$ cat config.mk
export PLATFORM = sky130hd
export DESIGN_NAME = ddr_cmd_dispatch_flat
export DESIGN_NICKNAME = d
export VERILOG_FILES = /design/src/rtl/ddr_cmd_dispatch_if.sv /design/src/rtl/ddr_cmd_dispatch.sv /design/src/flat_wrapper.sv
export SDC_FILE = /design/constraint.sdc
export NUM_CORES = 1
export LEC_CHECK = 0
export ABC_AREA = 1
export CORE_AREA = 2 2 155 157
export DETAILED_ROUTE_END_ITERATION = 8
export DIE_AREA = 0 0 157 159
export MAX_ROUTING_LAYER = met4
export PLACE_DENSITY = 0.59
export SLEW_MARGIN = 15
export SYNTH_ARGS = -nofsm -noshare
export SYNTH_HDL_FRONTEND = slang
export SYNTH_SLANG_ARGS = --single-unit
$ cat constraint.sdc
create_clock -name clk -period 1.4 [get_ports clk]
set_clock_uncertainty 0.15 [all_clocks]
set_input_delay 0.28 -clock clk [delete_from_list [all_inputs] [get_ports clk]]
set_output_delay 0.28 -clock clk [all_outputs]
set_load 0.02 [all_outputs]
$ cat src/rtl/ddr_cmd_dispatch_if.sv
// Memory controller user (app_*) command and write-data port.
// Master drives commands/data, slave returns the ready handshakes.
interface ddr_cmd_dispatch_if #(
   parameter int ADX_W  = 27,
   parameter int DATA_W = 128
);
   logic              app_rdy;
   logic              app_wdf_rdy;
   logic              app_en;
   logic [2:0]        app_cmd;
   logic [ADX_W-1:0]  app_addr;
   logic              app_wdf_wren;
   logic              app_wdf_end;
   logic [DATA_W-1:0] app_wdf_data;
   logic [DATA_W/8-1:0] app_wdf_mask;

   modport master (
      input  app_rdy,
      input  app_wdf_rdy,
      output app_en,
      output app_cmd,
      output app_addr,
      output app_wdf_wren,
      output app_wdf_end,
      output app_wdf_data,
      output app_wdf_mask
   );

   modport slave (
      output app_rdy,
      output app_wdf_rdy,
      input  app_en,
      input  app_cmd,
      input  app_addr,
      input  app_wdf_wren,
      input  app_wdf_end,
      input  app_wdf_data,
      input  app_wdf_mask
   );
endinterface

$ cat src/rtl/ddr_cmd_dispatch.sv
// Round-robin dispatcher from write/read request FIFOs to the
// controller app interface; writes go data beat first, then command.
module ddr_cmd_dispatch #(
   parameter int ADX_W  = 27,
   parameter int DATA_W = 128,
   parameter int CNT_W  = 16
) (
   input  logic              clk,
   input  logic              resetn,
   input  logic              init_calib_complete,
   input  logic              has_wr_adx,
   input  logic              has_wr_data,
   input  logic [ADX_W-1:0]  wr_adx_in,
   input  logic [DATA_W-1:0] wr_data_in,
   output logic              get_wr_adx,
   output logic              get_wr_data,
   input  logic              has_rd_adx,
   input  logic [ADX_W-1:0]  rd_adx_in,
   output logic              get_rd_adx,
   output logic              busy,
   output logic [CNT_W-1:0]  wr_issued,
   output logic [CNT_W-1:0]  rd_issued,
   ddr_cmd_dispatch_if.master app
);

   typedef enum logic [1:0] {
      IDLE    = 2'd0,
      WR_DATA = 2'd1,
      WR_CMD  = 2'd2,
      RD_CMD  = 2'd3
   } state_t;

   state_t           state;
   logic             last_rd;
   logic [CNT_W-1:0] wr_cnt;
   logic [CNT_W-1:0] rd_cnt;

   logic wr_elig;
   logic rd_elig;
   logic pick_wr;
   logic pick_rd;

   // last_rd breaks ties: the side not served last wins contention
   assign wr_elig = has_wr_adx & has_wr_data;
   assign rd_elig = has_rd_adx;
   assign pick_wr = wr_elig & (~rd_elig | last_rd);
   assign pick_rd = rd_elig & (~wr_elig | ~last_rd);

   assign busy      = (state != IDLE);
   assign wr_issued = wr_cnt;
   assign rd_issued = rd_cnt;

   // Sequencer: arbitrate in IDLE, hold each strobe until accepted
   always_ff @(posedge clk or negedge resetn) begin
      if (!resetn) begin
         state   <= IDLE;
         last_rd <= 1'b1;
         wr_cnt  <= '0;
         rd_cnt  <= '0;
      end else begin
         case (state)
            IDLE: begin
               if (init_calib_complete) begin
                  unique case (1'b1)
                     pick_wr: begin
                        state   <= WR_DATA;
                        last_rd <= 1'b0;
                     end
                     pick_rd: begin
                        state   <= RD_CMD;
                        last_rd <= 1'b1;
                     end
                     default: ;
                  endcase
               end
            end
            WR_DATA: begin
               if (app.app_wdf_rdy)
                  state <= WR_CMD;
            end
            WR_CMD: begin
               if (app.app_rdy) begin
                  wr_cnt <= wr_cnt + 1'b1;
                  state  <= IDLE;
               end
            end
            RD_CMD: begin
               if (app.app_rdy) begin
                  rd_cnt <= rd_cnt + 1'b1;
                  state  <= IDLE;
               end
            end
            default: state <= IDLE;
         endcase
      end
   end

   // Strobes and payload decoded from state; payload zero when idle
   always_comb begin
      app.app_en       = 1'b0;
      app.app_cmd      = 3'b000;
      app.app_addr     = '0;
      app.app_wdf_wren = 1'b0;
      app.app_wdf_end  = 1'b0;
      app.app_wdf_data = '0;
      app.app_wdf_mask = '0;
      get_wr_adx       = 1'b0;
      get_wr_data      = 1'b0;
      get_rd_adx       = 1'b0;
      case (state)
         WR_DATA: begin
            app.app_wdf_wren = 1'b1;
            app.app_wdf_end  = 1'b1;
            app.app_wdf_data = wr_data_in;
            get_wr_data      = app.app_wdf_rdy;
         end
         WR_CMD: begin
            app.app_en   = 1'b1;
            app.app_cmd  = 3'b000;
            app.app_addr = wr_adx_in;
            get_wr_adx   = app.app_rdy;
         end
         RD_CMD: begin
            app.app_en   = 1'b1;
            app.app_cmd  = 3'b001;
            app.app_addr = rd_adx_in;
            get_rd_adx   = app.app_rdy;
         end
         default: ;
      endcase
   end

endmodule

$ cat src/flat_wrapper.sv
// flat-port wrapper written by rule: the top's interface ports become plain ports
module ddr_cmd_dispatch_flat 
#(
   parameter int ADX_W  = 27,
   parameter int DATA_W = 128,
   parameter int CNT_W  = 16
)
  (clk, resetn, init_calib_complete, has_wr_adx, has_wr_data, wr_adx_in, wr_data_in, get_wr_adx, get_wr_data, has_rd_adx, rd_adx_in, get_rd_adx, busy, wr_issued, rd_issued, app_app_rdy, app_app_wdf_rdy, app_app_en, app_app_cmd, app_app_addr, app_app_wdf_wren, app_app_wdf_end, app_app_wdf_data, app_app_wdf_mask);
  ddr_cmd_dispatch_if #(.ADX_W(ADX_W), .DATA_W(DATA_W)) app_i ();
  input  logic clk;
  input  logic resetn;
  input  logic init_calib_complete;
  input  logic has_wr_adx;
  input  logic has_wr_data;
  input  logic [ADX_W-1:0] wr_adx_in;
  input  logic [DATA_W-1:0] wr_data_in;
  output logic get_wr_adx;
  output logic get_wr_data;
  input  logic has_rd_adx;
  input  logic [ADX_W-1:0] rd_adx_in;
  output logic get_rd_adx;
  output logic busy;
  output logic [CNT_W-1:0] wr_issued;
  output logic [CNT_W-1:0] rd_issued;
  input wire logic [$bits(app_i.app_rdy)-1:0] app_app_rdy;
  input wire logic [$bits(app_i.app_wdf_rdy)-1:0] app_app_wdf_rdy;
  output wire logic [$bits(app_i.app_en)-1:0] app_app_en;
  output wire logic [$bits(app_i.app_cmd)-1:0] app_app_cmd;
  output wire logic [$bits(app_i.app_addr)-1:0] app_app_addr;
  output wire logic [$bits(app_i.app_wdf_wren)-1:0] app_app_wdf_wren;
  output wire logic [$bits(app_i.app_wdf_end)-1:0] app_app_wdf_end;
  output wire logic [$bits(app_i.app_wdf_data)-1:0] app_app_wdf_data;
  output wire logic [$bits(app_i.app_wdf_mask)-1:0] app_app_wdf_mask;
  assign app_i.app_rdy = app_app_rdy;
  assign app_i.app_wdf_rdy = app_app_wdf_rdy;
  assign app_app_en = app_i.app_en;
  assign app_app_cmd = app_i.app_cmd;
  assign app_app_addr = app_i.app_addr;
  assign app_app_wdf_wren = app_i.app_wdf_wren;
  assign app_app_wdf_end = app_i.app_wdf_end;
  assign app_app_wdf_data = app_i.app_wdf_data;
  assign app_app_wdf_mask = app_i.app_wdf_mask;
  ddr_cmd_dispatch #(.ADX_W(ADX_W), .DATA_W(DATA_W), .CNT_W(CNT_W)) u_core (.clk(clk), .resetn(resetn), .init_calib_complete(init_calib_complete), .has_wr_adx(has_wr_adx), .has_wr_data(has_wr_data), .wr_adx_in(wr_adx_in), .wr_data_in(wr_data_in), .get_wr_adx(get_wr_adx), .get_wr_data(get_wr_data), .has_rd_adx(has_rd_adx), .rd_adx_in(rd_adx_in), .get_rd_adx(get_rd_adx), .busy(busy), .wr_issued(wr_issued), .rd_issued(rd_issued), .app(app_i));
endmodule
# Word level (Yosys, flattened, before mapping)

Cells that the tools add are included.

Bitwise logic cells: 8
Add/subtract/negate cells: 2
Eq/ne operators: 7
Reduce and logical (&&, ||, !) cells: 8
Muxes and demuxes: 14

Operators with widths:

| kind                                                | number |
|---|---|
| two-way mux 128 bit                                 | 1 |
| one-hot mux 27 bit (2 select lines)                 | 1 |
| adder 16 x 1 -> 16 bit, second input constant       | 2 |
| two-way mux 1 bit                                   | 6 |
| two-way mux 2 bit                                   | 3 |
| one-hot mux 2 bit (3 select lines)                  | 1 |
| equality test 2 bit, second input constant          | 2 |
| != test 2 bit, second input constant                | 2 |
| one-hot mux 2 bit (2 select lines)                  | 1 |
| AND reduction 2 bit                                 | 2 |
| AND reduction 4 bit                                 | 1 |
| nonzero test 2 bit                                  | 2 |
| AND 1 bit                                           | 3 |
| != test 3 x 1 -> 1 bit, second input constant       | 1 |
| inverter 1 bit                                      | 3 |
| AND reduction 3 bit                                 | 1 |
| equality test 2 x 1 -> 1 bit, second input constant | 1 |
| zero test 2 bit                                     | 1 |
| != test 2 x 1 -> 1 bit, second input constant       | 1 |
| bitwise OR 1 bit                                    | 2 |
| one-hot mux 1 bit (2 select lines)                  | 1 |
| OR reduction 2 bit                                  | 1 |

Register bits: 35
Output and inout bits: 213
Word-level logic and storage cells: 43
Input port bits: 190

# Depth between registers and ports, before layout

Gate-level depths: netlist of run 1.

Depth in word-level cells: 7
Mapped depth: 8
Mapped depth without buffers: 8

# Worst setup path before layout of run 1

OpenSTA, ideal clock, no wires.

Path kind: register to output
Start point: register u_core.state[0]
End point: output app_app_wdf_data[100]
Buffers on the path: 2
Path slack: -663 ps
Cell stages (with the launch flop): 7
Required time: 970 ps
Arrival time: 1633 ps
Path through: dfrtp_1 -> inv_1 -> nor2_1 -> inv_2 -> buf_4 -> buf_2 -> nor2_1

Longest elaborated chain between the ends: 2

Ends and longest elaborated chain:

| what                         | RTL line                | text |
|---|---|---|
| from (decl)                  | ddr_cmd_dispatch.sv:33  | `state_t state;` |
| from (signal assigned)       | ddr_cmd_dispatch.sv:56  | `state <= IDLE;` |
| from (signal assigned)       | ddr_cmd_dispatch.sv:66  | `state <= WR_DATA;` |
| from (signal assigned)       | ddr_cmd_dispatch.sv:70  | `state <= RD_CMD;` |
| equality test 2 x 1 -> 1 bit | ddr_cmd_dispatch.sv:110 | `case (state)` |
| two-way mux 128 bit          | ddr_cmd_dispatch.sv:110 |  |
| to (decl)                    | flat_wrapper.sv:32      | `output wire logic [$bits(app_i.app_wdf_data)-1:0] app_app_wdf_data;` |

Every way passes these cells.

# Worst setup path after layout of run 1

Start point: register u_core.state[1]
End point: output app_app_wdf_data[54]

The elaborated chain is that of the path after synthesis.

==> run_results.csv, run 1 <==
group,metric,value,unit
global_routing,track_usage,18.3,%
place,place_area,8530,sq um
clock_network,cts_buffers,5,
status,violations,"negative setup slack",
route,drcViolationCount,0,
global_routing,busiest_layer,"met2",
synth,synthAdderAreaFrac,0.739,%
die,die_h,159,microns
timing,finalSetupTns,-90.52,ns
synth,netlist_area,3390,sq um
status,outcome,"complete, but fails checks",
finish,stdcell_count,1377,
clock_network,clock-sinks,35,
synth,yosys.area_share.xor_xnor,4.66,%
timing,fin_crit_sh,143,%
finish,layout-drive-gt1-share,39.7,%
critical_path,cp_data_arrival_time,1.57,ns
global_routing,antenna_found_initial,21,
finish,nNetsFinal,1231,
timing,whs,0.235,ns
synth,ys.warnings.count,0,
critical_path,slowest_delay,0.46,ns
timing,fmax,0.499,GHz
route,vias_per_cell,3.71,
critical_path,end_kind,"output pin",
clock_network,htree_levels,2,
clock_network,cts_tree,"done",
flow_run,cap_violations,0,
synth,synth_cell_types,30,
route,finalWirelength,23.7,mm
global_routing,gr-usage-met1,20.0,%
critical_path,crit_chain,"nor2_4 -> inv_8 -> buf_4 -> buf_6 -> nor2_4 -> buf_6",
die,die_width,157,microns
synth,synth-seq-cells,35,
critical_path,cp_slowest_cell,"dfrtp_2",
clock_network,max-clock-path-buffers,2,
synth,avgSynthCellArea,5.85,sq um
synth,yosysSeqAreaShare,25.9,%
finish,final_cell_mix,"189 x clkdlybuf4s50_1, 161 x buf_4, 160 x inv_1, 92 x nand2_1, 80 x nor2_1",
die,initial_utilization,14.6,%
route,drtPass1Iterations,4,
place,dpl.cell_count,1327,
die,io_pins,403,
finish,utilization,39.4,%
critical_path,critPathLaunchType,"flip-flop",
route,drt-wirelength-per-cell,17.2,microns
die,die-area,25000,sq um
synth,synth_compound_area_share,8.68,%
synth,synth_top_family_by_area,"simple AND/OR/NAND/NOR gates",
global_routing,use_met2,30.0,%
timing,min_period,2.00,ns
timing,setup-violations-final,198,
global_routing,overflow,0,
finish,finish.instance_area,9140,sq um
clock_network,hold_buffers,0,
critical_path,path_max_fanout,10,
place,post-dp-hpwl,20.4,mm
power_and_ir_drop,p_per_area,1440,nW/um^2
synth,synthMuxAreaShare,0,%
finish,syn2layout_area_growth,170,%
timing,hold_viol,0,
critical_path,critical_path_class,"flip-flop to output pin",
route,drt_iter0_markers,169,
place,place.gp.congestion,0.877,
clock_network,clk_latency,0.28,ns
place,port_buffers,384,
critical_path,required,0.97,ns
finish,layout_commonest_cell,"clkdlybuf4s50_1",
power_and_ir_drop,ir_worst_vdd,1.04,mV
synth,yosys.area_share.simple,34.3,%
clock_network,root_buffer,"clkbuf_16",
global_routing,grt_pass1_vias,4988,
route,postRouteAntennaNets,0,
route,vias,5111,
power_and_ir_drop,leakage,4.67,nW
timing,drv_slew,0,
finish,nFillCells,2458,
clock_network,clk_pin_slew,0.06,ns
die,core,23200,sq um
global_routing,grt_max_degree,25,
global_routing,grt_pass1_wl,32.7,mm
worst_hold_path,hold_class,"primary input to async pin",
global_routing,use_met3,9.44,%
die,row_count,56,
timing,finalWorstSetupSlack,-0.604,ns
synth,syn_inst,579,
timing,rsz0062_at_grt,"yes",
synth_stat cells:
cell / count / area, sq um
dfrtp_1: 34 / 851
nand4_1: 4 / 25.0
xnor2_1: 8 / 70.1
nand3b_1: 4 / 30.0
xor2_1: 10 / 87.6
conb_1: 1 / 3.75
a22o_1: 27 / 236
buf_4: 20 / 150
nor2_8: 1 / 20.0
o21ai_1: 1 / 5.00
ha_1: 2 / 25.0
inv_1: 161 / 604
nor2_1: 158 / 593
nand3_2: 1 / 10.0
nor2_2: 1 / 6.26
o211ai_1: 1 / 7.51
clkbuf_1: 2 / 7.51
nor2_4: 3 / 33.8
inv_2: 4 / 15.0
buf_2: 15 / 75.1
o21ai_0: 9 / 45.0
nand2_1: 94 / 353
nand2_2: 1 / 6.26
buf_6: 1 / 11.3
nor3_1: 2 / 10.0
nand2_4: 1 / 11.3
buf_1: 1 / 3.75
nand4_2: 1 / 12.5
dfstp_2: 1 / 26.3
nand3_1: 10 / 50.1
flip-flops by register name (all words and copies together), names as in the netlist:
register,count
u_core.rd_issued,16
u_core.state,2
u_core.last_rd,1
u_core.wr_issued,16
cells by family (layout without fill, tap and decap cells):
logic type                 after synthesis  count (layout)
AOI/OAI and AO/OA                       38              38
xor gates and xnor gates                18              18
adders and majority gates                2               2
buffers and inverters                  204             648
DFF                                     35              35
other                                    1              36
and+or+nand+nor                        281             281
critical path, delay by kind of cell, from the launching register on:
| kind | cells | cell delay, ns |
|---|---|---|
| buffers and inverters | 4 | 0.53 |
| flip-flops | 1 | 0.46 |
| AND/OR/NAND/NOR | 2 | 0.30 |
metrics by stage:
| step | setup WS (ns) | power, mW |
|---|---|---|
| floorplan | -0.381 | 6.20 |
| global placement | -0.738 | 10.8 |
| detailed placement | -0.739 | 10.9 |
| CTS | -0.640 | 13.2 |
| global route | -0.669 | 13.9 |
| finish | -0.604 | 13.2 |
per-layer routing:
metal	up-vias	share of wire (%)
met5	-	0
met4	0	1.0
met3	17	12
met2	200	48
met1	2311	39
li1	2583	-
final timing paths:
kind,from,to,slack (ns),depth (start not counted)
worst max register to register,u_core.state[0],u_core.wr_issued[9],-0.36,8
worst max-delay path,u_core.state[1],app_app_wdf_data[54],-0.60,6
min in group clk,u_core.last_rd,u_core.last_rd,0.35,2
max in group asynchronous,resetn,u_core.last_rd,0.60,2
worst min-delay path,resetn,u_core.wr_issued[2],0.23,2
worst min register to register,u_core.last_rd,u_core.last_rd,0.35,2
power breakdown:
part	total, mW	internal, mW	switching (mW)
clock network	1.10	0.655	0.440
logic	10.6	5.22	5.40
registers	1.46	1.23	0.224
layout make-up:
type,count,area (sq um),area share [%]
Antenna cell,18,45.0,0.493
Clock buffer,5,125,1.37
Clock inverter,3,20.0,0.219
Inverter,165,637,6.97
Multi-Input combinational cell,357,2360,25.9
Sequential cell,35,888,9.72
Tap cell,319,399,4.37
Timing Repair Buffer,475,4660,51.0
timing repair:
action	CTS	global route
setup endpoints to repair	227	215
buffers inserted	22	1
cloned	3	1
pin swaps	11	6
endpoints found under the hold margin	0	0
gates resized for setup	937	18
(Power assumes the default switching activity.)
==> run 2: changes to the inputs <==
ABC_AREA = default   (was 1)
CORE_AREA = 2 2 157 159   (was 2 2 155 157)
DIE_AREA = 0 0 159 161   (was 0 0 157 159)
PLACE_DENSITY = 0.57   (was 0.59)
==> run_results.csv, run 2 <==
group,metric,value,unit
global_routing,grt_pass1_vias,3970,
critical_path,timing.critical_path.buf_inv,3,
clock_network,root_buffer,"clkbuf_16",
power_and_ir_drop,p_int,6.48,mW
critical_path,cp_data_arrival_time,1.59,ns
timing,fin_crit_sh,144,%
route,drtPass1Iterations,4,
power_and_ir_drop,clockPowerShare,11.5,%
finish,diodes,0,
synth,yosysSeqAreaShare,28.1,%
synth,syn_inst,368,
synth,ys.flop_type,"dfrtp_1",
die,die_h,161,microns
finish,syn2layout_area_growth,172,%
power_and_ir_drop,p_sw,4.42,mW
synth,synth.top_cell.area_share,27.2,%
finish,final_cell_mix,"188 x clkdlybuf4s50_1, 107 x buf_6, 93 x and2_2, 68 x buf_4, 35 x and2_4",
status,violations,"negative setup slack",
clock_network,max-clock-path-buffers,2,
timing,fmax,0.495,GHz
power_and_ir_drop,p_per_area,1280,nW/um^2
status,outcome,"complete, but fails checks",
timing,finalSetupTns,-91.69,ns
synth,synth-seq-cells,35,
flow_run,cap_violations,0,
global_routing,grt_pass1_wl,22.9,mm
place,post-dp-hpwl,13.1,mm
synth,yosysMostFrequentCell,"and2_1",
finish,layout-drive-gt1-share,56.1,%
power_and_ir_drop,leakage,4.28,nW
die,io_pins,403,
synth,avgSynthCellArea,8.49,sq um
route,drcViolationCount,0,
power_and_ir_drop,swShare,40.5,%
synth,synth_edf_count,0,
place,dpl.cell_count,1102,
global_routing,overflow,0,
power_and_ir_drop,p_seq_share,12.8,%
critical_path,slowest_delay,0.42,ns
route,postRouteAntennaNets,0,
clock_network,clk_latency,0.28,ns
clock_network,cts_tree,"done",
timing,setup-violations-final,197,
place,port_buffers,384,
synth,netlist_area,3120,sq um
timing,hold_viol,0,
die,die-area,25600,sq um
timing,finalWorstSetupSlack,-0.622,ns
synth,yosysTopAreaCell,"dfrtp_1",
finish,layout_commonest_cell,"clkdlybuf4s50_1",
die,core,24000,sq um
critical_path,end_kind,"output pin",
clock_network,htree_levels,2,
power_and_ir_drop,pwr-share-comb,75.7,%
route,vias_per_cell,3.57,
synth,synth_cell_types,37,
die,initial_utilization,13.0,%
critical_path,path_max_fanout,35,
worst_hold_path,hold_class,"primary input to async pin",
die,die_width,159,microns
global_routing,antenna_found_initial,0,
route,finalWirelength,15.8,mm
route,vias,4026,
critical_path,cp_slowest_cell,"dfrtp_2",
route,drt_iter0_markers,108,
finish,stdcell_count,1129,
route,drt-wirelength-per-cell,14.0,microns
clock_network,clock-sinks,35,
global_routing,track_usage,11.6,%
place,place.gp.congestion,0.787,
critical_path,required,0.97,ns
timing,whs,0.289,ns
critical_path,crit_chain,"nor2b_4 -> buf_12 -> buf_12 -> and2_2 -> clkdlybuf4s15_2",
synth,synth_common_cells,"131 x and2_1, 34 x dfrtp_1, 29 x nor2b_1",
clock_network,clk_pin_slew,0.06,ns
power_and_ir_drop,ir_worst_vdd,0.642,mV
synth,async_flop_share,100,%
timing,min_period,2.02,ns
finish,nNetsFinal,996,
timing,rsz0062_at_grt,"yes",
global_routing,grt_max_degree,37,
synth,synthTopCellsByArea,"dfrtp_1 27%, and2_1 26%, mux2i_1 8.7%",
critical_path,critPathLaunchType,"flip-flop",
die,row_count,57,
clock_network,cts_buffers,5,
critical_path,crit_family,"buffers and inverters",
synth,ys.warnings.count,0,
timing,drv_slew,0,
critical_path,critical_path_class,"flip-flop to output pin",
critical_path,crit_top_cell,"buf_12",
-- run 2: final cells by class --
cell class | instances | area (sq um)
clock buffer | 5 | 125
clock inverter | 3 | 43.8
fill | 2499 | 15500
inverter | 4 | 20.0
multi-input combinational | 302 | 2460
sequential | 35 | 895
tap | 324 | 405
timing repair buffer | 456 | 4560
-- run 2: metrics by stage --
step                      instance area (sq um)  utilization (%)  power (mW)  worst slack, ns
final                                      8510             35.5        10.9           -0.622
after global routing                       8510             35.5        11.5           -0.700
after CTS                                  8210             34.3        10.1           -0.673
after detailed placement                   7990             33.3        9.00           -0.778
after global placement                     7990             33.3        8.99           -0.763
after floorplan                            3540                -        5.36           -0.211
-- run 2: worst reg2reg max path, delay by kind of cell, from the launching register on --
| family | cells | cell delay (ns) |
|---|---|---|
| xor gates and xnor gates | 1 | 0.12 |
| buffers and inverters | 3 | 0.44 |
| and+or+nand+nor | 3 | 0.62 |
| DFF | 1 | 0.42 |
-- run 2: layer usage --
layer	routed length, microns	global-route usage, %
met1	6570	13.7
met2	8100	21.1
met3	1060	2.23
met4	81	1.36
met5	0	-
-- run 2: cells by family (layout without fill, tap and decap cells) --
logic type | after synthesis | count (layout) | synth area share [%]
and+or+nand+nor | 219 | 219 | 43.6
muxes | 28 | 28 | 9.01
DFF | 35 | 35 | 28.1
AOI/OAI and AO/OA | 5 | 5 | 0.881
adders and majority gates | 2 | 2 | 0.801
other | 1 | 18 | 0.120
xor gates and xnor gates | 30 | 30 | 8.41
buffers and inverters | 48 | 468 | 9.05
-- run 2: what timing repair did --
action                                 4_1_cts  5_1_grt
pin swaps                                    0       14
setup buffers                                0       14
hold buffers                                 1        0
gates cloned                                 1        3
endpoints found under the hold margin        9        0
setup endpoints to repair                  229      229
gates resized for setup                    544      374
-- run 2: power groups by stage --
stage,logic [mW],clock network [mW],registers [mW]
after detailed placement,7.58,0,1.41
after global placement,7.58,0,1.41
after global routing,8.74,1.35,1.43
final,8.25,1.26,1.40
after CTS,7.41,1.31,1.41
after floorplan,3.84,0,1.53
-- run 2: path summary, 6_finish.rpt --
| path | startpoint | slack (ns) | cells past startpoint | endpoint |
|---|---|---|---|---|
| worst max-delay path | u_core.state[0] | -0.62 | 5 | app_app_wdf_data[109] |
| worst min-delay path | resetn | 0.29 | 2 | u_core.wr_issued[6] |
| worst max register to register | u_core.state[0] | -0.47 | 7 | u_core.rd_issued[9] |
| worst min register to register | u_core.last_rd | 0.32 | 2 | u_core.last_rd |
| max in group asynchronous | resetn | 0.35 | 3 | u_core.wr_issued[9] |
| min in group clk | u_core.last_rd | 0.32 | 2 | u_core.last_rd |
